### src/rtl/write_back_stage.sv
// Write-back stage: latches memory-stage results, waits for load data, drives the register-file write port.
// Optional retired-instruction counter enabled by defining WB_RETIRE_COUNTER_EN.
module write_back_stage #(
  parameter int unsigned XLEN = 32
) (
  input  logic            clk,
  input  logic            resetN,
  input  logic            validIn,
  output logic            readyOut,
  input  logic [XLEN-1:0] aluResult,
  input  logic [XLEN-1:0] pcPlus4,
  input  logic [4:0]      destinationRegisterIndex,
  input  logic            regWrite,
  input  logic [1:0]      writeBackSelect,
  input  logic [2:0]      loadFunct3,
  input  logic            memResponseValid,
  input  logic [XLEN-1:0] memResponseData,
  output logic [XLEN-1:0] writeBackData,
  output logic [4:0]      writeRegisterIndex,
  output logic            shouldWriteToRegister,
  output logic [63:0]     retiredCount
);

  typedef enum logic [1:0] {
    EMPTY    = 2'b00,
    WAIT_MEM = 2'b01,
    COMMIT   = 2'b10
  } stateT;

  typedef enum logic [1:0] {
    SEL_ALU  = 2'b00,
    SEL_LOAD = 2'b01,
    SEL_PC4  = 2'b10,
    SEL_ALU2 = 2'b11
  } wbSelT;

  stateT           state;
  stateT           nextState;
  stateT           captureTarget;
  logic            capture;
  logic            commit;

  logic [XLEN-1:0] aluQ;
  logic [XLEN-1:0] pcQ;
  logic [4:0]      rdQ;
  logic            regWriteQ;
  wbSelT           selQ;
  logic [2:0]      funct3Q;
  logic [XLEN-1:0] loadQ;

  logic [XLEN-1:0] dataHold;
  logic [4:0]      indexHold;

  logic [7:0]      loadByte;
  logic [15:0]     loadHalf;
  logic [XLEN-1:0] loadExt;
  logic [XLEN-1:0] selected;

  always_comb begin
    readyOut      = (state != WAIT_MEM);
    capture       = validIn && readyOut;
    commit        = (state == COMMIT);
    captureTarget = COMMIT;
    if ((wbSelT'(writeBackSelect) == SEL_LOAD) && !memResponseValid) begin
      captureTarget = WAIT_MEM;
    end
    nextState = state;
    case (state)
      EMPTY:    if (validIn) nextState = captureTarget;
      WAIT_MEM: if (memResponseValid) nextState = COMMIT;
      COMMIT:   nextState = validIn ? captureTarget : EMPTY;
      default:  nextState = EMPTY;
    endcase
  end

  always_ff @(posedge clk or negedge resetN) begin
    if (!resetN) begin
      state <= EMPTY;
    end else begin
      state <= nextState;
    end
  end

  // Stage register; load data is taken either with the capture or later in WAIT_MEM.
  always_ff @(posedge clk or negedge resetN) begin
    if (!resetN) begin
      aluQ      <= '0;
      pcQ       <= '0;
      rdQ       <= '0;
      regWriteQ <= 1'b0;
      selQ      <= SEL_ALU;
      funct3Q   <= '0;
      loadQ     <= '0;
    end else begin
      if (capture) begin
        aluQ      <= aluResult;
        pcQ       <= pcPlus4;
        rdQ       <= destinationRegisterIndex;
        regWriteQ <= regWrite;
        selQ      <= wbSelT'(writeBackSelect);
        funct3Q   <= loadFunct3;
        if ((wbSelT'(writeBackSelect) == SEL_LOAD) && memResponseValid) begin
          loadQ <= memResponseData;
        end
      end else if ((state == WAIT_MEM) && memResponseValid) begin
        loadQ <= memResponseData;
      end
    end
  end

  always_comb begin
    case (aluQ[1:0])
      2'd0:    loadByte = loadQ[7:0];
      2'd1:    loadByte = loadQ[15:8];
      2'd2:    loadByte = loadQ[23:16];
      default: loadByte = loadQ[31:24];
    endcase
    loadHalf = aluQ[1] ? loadQ[31:16] : loadQ[15:0];
    case (funct3Q)
      3'b000:  loadExt = {{(XLEN-8){loadByte[7]}}, loadByte};
      3'b001:  loadExt = {{(XLEN-16){loadHalf[15]}}, loadHalf};
      3'b100:  loadExt = {{(XLEN-8){1'b0}}, loadByte};
      3'b101:  loadExt = {{(XLEN-16){1'b0}}, loadHalf};
      default: loadExt = loadQ;
    endcase
    case (selQ)
      SEL_LOAD: selected = loadExt;
      SEL_PC4:  selected = pcQ;
      default:  selected = aluQ;
    endcase
  end

  // Hold registers keep the last committed value visible after the stage register is reused.
  always_ff @(posedge clk or negedge resetN) begin
    if (!resetN) begin
      dataHold  <= '0;
      indexHold <= '0;
    end else if (commit) begin
      dataHold  <= selected;
      indexHold <= rdQ;
    end
  end

  always_comb begin
    writeBackData         = commit ? selected : dataHold;
    writeRegisterIndex    = commit ? rdQ : indexHold;
    shouldWriteToRegister = commit && regWriteQ && (rdQ != 5'd0);
  end

`ifdef WB_RETIRE_COUNTER_EN
  logic [63:0] retiredQ;

  always_ff @(posedge clk or negedge resetN) begin
    if (!resetN) begin
      retiredQ <= '0;
    end else if (commit) begin
      retiredQ <= retiredQ + 64'd1;
    end
  end

  assign retiredCount = retiredQ;
`else
  assign retiredCount = '0;
`endif

endmodule

### config.mk
export PLATFORM = sky130hd
export DESIGN_NAME = write_back_stage
export DESIGN_NICKNAME = d
export VERILOG_FILES = /design/src/rtl/write_back_stage.sv
export SDC_FILE = /design/constraint.sdc
export NUM_CORES = 1
export LEC_CHECK = 0
export CAP_MARGIN = 30
export CORE_MARGIN = 5
export CORE_UTILIZATION = 50
export DETAILED_ROUTE_END_ITERATION = 16
export DONT_BUFFER_PORTS = 1
export PLACE_DENSITY_LB_ADDON = 0.08
export SLEW_MARGIN = 40
export SYNTH_ARGS = -nofsm -noshare
export SYNTH_HDL_FRONTEND = slang
export SYNTH_SLANG_ARGS = --single-unit
### constraint.sdc
create_clock -name clk -period 1.9 [get_ports clk]
set_input_delay 0.38 -clock clk [delete_from_list [all_inputs] [get_ports clk]]
set_output_delay 0.38 -clock clk [all_outputs]
set_load 0.02 [all_outputs]
==> results.md <==
* Ranking of synthesized cells by area: dfrtp_1 49%, mux2_2 16%, buf_4 7.3%, nand3_2 2.7%, a21oi_1 2.4%
* GR peak layer: met2
* Failing checks: hold timing, setup timing
* EDFF count, synth at 0
* Mux cell area share after synthesis at 0.176
* Syn. warnings at 0
* Dpl hpwl at 14,400 um
* Synth top cells by count: 146 x dfrtp_1, 108 x mux2_2, 72 x buf_4
* Worst setup path endpoint: writeBackData[12]
* Synth unique cells at 45
* Final setup vio count at 33
* Mean Syn Cell Area at 11.4 um^2
* CTS clk-pin slew, worst paths at 70 ps
* Starting Density at 0.511
* Critical path data required time at 1520 ps
* Leakage at 0.00418 uW
* Synthesis-stage register bit count at 146
* IO Port Bufs at 0
* Post-layout util at 0.684
* Total Routing Usage GR at 0.234
* Post-synthesis instance area at 7420 um^2
* Die height at 132 um
* CP peak stage delay at 440 ps
* Hold slack at -360 ps
* Top-count cell post-synth: dfrtp_1
* Largest net degree at the start of global routing at 147
* GRT met2 Usage at 0.391
* Worst reg2reg setup slack at 40 ps
* Clock buffer count from CTS at 17
* Root Driver: clkbuf_16
* Critical path's slowest cell: dfrtp_2
* Min Tclk post-route at 2460 ps
* CP cell instances: mux4_2 -> buf_4 -> nand2_1 -> a221o_1 -> a21oi_2 -> buf_6
* Pwr dens at 1110 nW/um^2
* Worst EP arrival at 2080 ps
* Synth Area in Compound Gates at 0.120
* Final period utilization at 1.29
* Clock buffer depth at 2
* Final #Nets at 839
* Initial antenna violation count at 6
* Vias in the first global route at 5,668
* First-pass GRT wire length at 31,900 um
* Area Overhead vs Synth at 33.9%
* Post-synth top flop: dfrtp_1
* Syn Inst Count at 654
* RSZ-0062 raised after global routing: yes
* Vias per cell at 5.79
* GR Layer Usage met3 at 0.0802
* Clock Latency Late Sink at 430 ps
* Cts hold-fix bufs at 1
* Worst hold path class: in -> async
* Core area at 14,500 um^2
* Via count at 5,359
* Register area share after synthesis at 0.492
* Cells after DPL at 868
* Die Width at 132 um
* Asr flop ratio synth at 1.00
* Worst vdd ir at 0.000719 V
* End of the worst register-to-register path: dataHold[29]$_DFF_PN0_
* Routed Antenna Nets at 0
* Total die area at 17,400 um^2
* Status: finished, violations left
* Setup CP Type: reg -> out
* Final Power at 11,000 uW
* WL per Instance at 22.6 um
* Row count at 44
* Count of pins over their slew limit at 0
* H-tree levels at 4
* Simple-gate share of the synthesized area at 0.0937
* Startpoint types: flip-flop
* Cell Count, Final, Fillers Out at 925
* Worst Skew at 8.98 ps
* R2R depth at 8
* Clk sink count at 146
* Reg2reg start: selQ[0]$_DFFE_PN0P_
* I/O pins at 214
* Highest clock rate at 0.407 GHz
* Synth top area share at 0.492
* CP Capture Type: primary output
* Main combinational cell family by area after synthesis: multiplexers
* Total negative setup slack at -15,590 ps
* GP Congestion at 0.897
* M1 GR Usage at 0.284
* Total Wirelength at 20,900 um
* Endpoints failing hold at 146
* Fill count at 1,008
* Post-synthesis adder-cell area fraction at 0.00337
* Post-Synth XOR/XNOR Area at 0
* Drt pass-1 iters at 4
* Worst-path fanout max at 3
* CTS tree: built
* Max Cap Viol at 0
* Largest area contributor in the netlist: dfrtp_1
* DRC viols at 0
* CP startpoint: aluQ[1]$_DFFE_PN0P_
* Final worst setup slack at -557 ps
* Layout cells sized above 1 at 0.525
* DR iter-0 viols at 308
* Congestion Overflow GR at 0
sequential cells by signal (all words and copies together), names as in the netlist:
name	flops
funct3Q	3
regWriteQ	1
dataHold	32
aluQ	32
state	2
rdQ	5
pcQ	32
selQ	2
indexHold	5
loadQ	32
worst min-delay path by stage:
stage / start / end / slack [ps] / cells after the start
after floorplan: resetN / aluQ[0]$_DFFE_PN0P_ / 80 / 0
after global placement: resetN / regWriteQ$_DFFE_PN0P_ / 90 / 0
after detailed placement: resetN / indexHold[0]$_DFF_PN0_ / 90 / 0
after CTS: resetN / indexHold[0]$_DFF_PN0_ / -380 / 0
after global routing: resetN / indexHold[0]$_DFF_PN0_ / -390 / 0
final: resetN / indexHold[0]$_DFF_PN0_ / -360 / 0
power breakdown:
| part | switching (uW) | internal (uW) |
|---|---|---|
| sequential | 453 | 3690 |
| clock | 1490 | 1740 |
| combinational | 1980 | 1640 |
cell usage in the layout, fill, tap and decap left out, types with 4 or more instances in the layout:
cell       Yosys  layout
a21oi_1       36       7
a21oi_2        0      18
a21oi_4        0      11
a221o_1       17      17
a221oi_2       0       4
a221oi_4       0      12
buf_12         0      14
buf_4         72      55
buf_6          3      22
clkbuf_16      0      18
conb_1         1      64
dfrtp_1      146     143
inv_1         36      33
inv_6          0       6
inv_8          0       4
mux2_2       108     107
mux2i_1        6       5
nand2_1       28      16
nand2_2        0       4
nand2_4        0       8
nand3_1       30      17
nand3_2       20      11
nand3_4        0      22
nor2_1         6       6
nor2b_1        7       5
o21ai_0       31       5
o21ai_2        0      21
o22ai_1        8       4
o22ai_4        0       4
or3_1         14       9
or3_4          0       5
per-stage QoR:
step | setup slack (ps) | cell area (um^2)
floorplan | -68.7 | 7850
global placement | -247 | 8050
detailed placement | -250 | 8050
CTS | -553 | 9500
global route | -622 | 9940
finish | -557 | 9940
routing by layer:
metal | vias up | share of wire
li1 | 2380 | -
met1 | 2717 | 0.40
met2 | 212 | 0.50
met3 | 42 | 0.073
met4 | 8 | 0.024
met5 | - | 0.0017
logic make-up after synthesis:
logic type,count (synthesis)
AOI/OAI and AO/OA,129
adders and majority gates,2
buffers and inverters,143
DFF,146
muxes,116
other,1
and+or+nand+nor,117
area by class of cell:
type	instances	area, um^2	area share
diodes	2	5.00	0.000504
clock buffers	18	429	0.0432
clock inverters	14	139	0.0140
inverters	36	138	0.0138
multi-input cells	428	4260	0.429
flip-flops and latches	146	3660	0.368
well taps	184	230	0.0232
repair buffers	97	1080	0.109
critical path: cells and delay by family (launching register included):
kind	cells	cell delay (ps)
AND/OR/NAND/NOR	1	40
multiplexers	1	420
buffers and inverters	2	280
flip-flops	1	440
AO/OA/AOI/OAI	2	480
repair_timing:
action,4_1_cts,5_1_grt
gates resized for setup,163,63
pin swaps,38,34
setup endpoints to repair,45,40
setup buffers,9,8
cloned,3,2
endpoints found under the hold margin,147,146
Note: power is estimated with default switching activity, not from simulation.
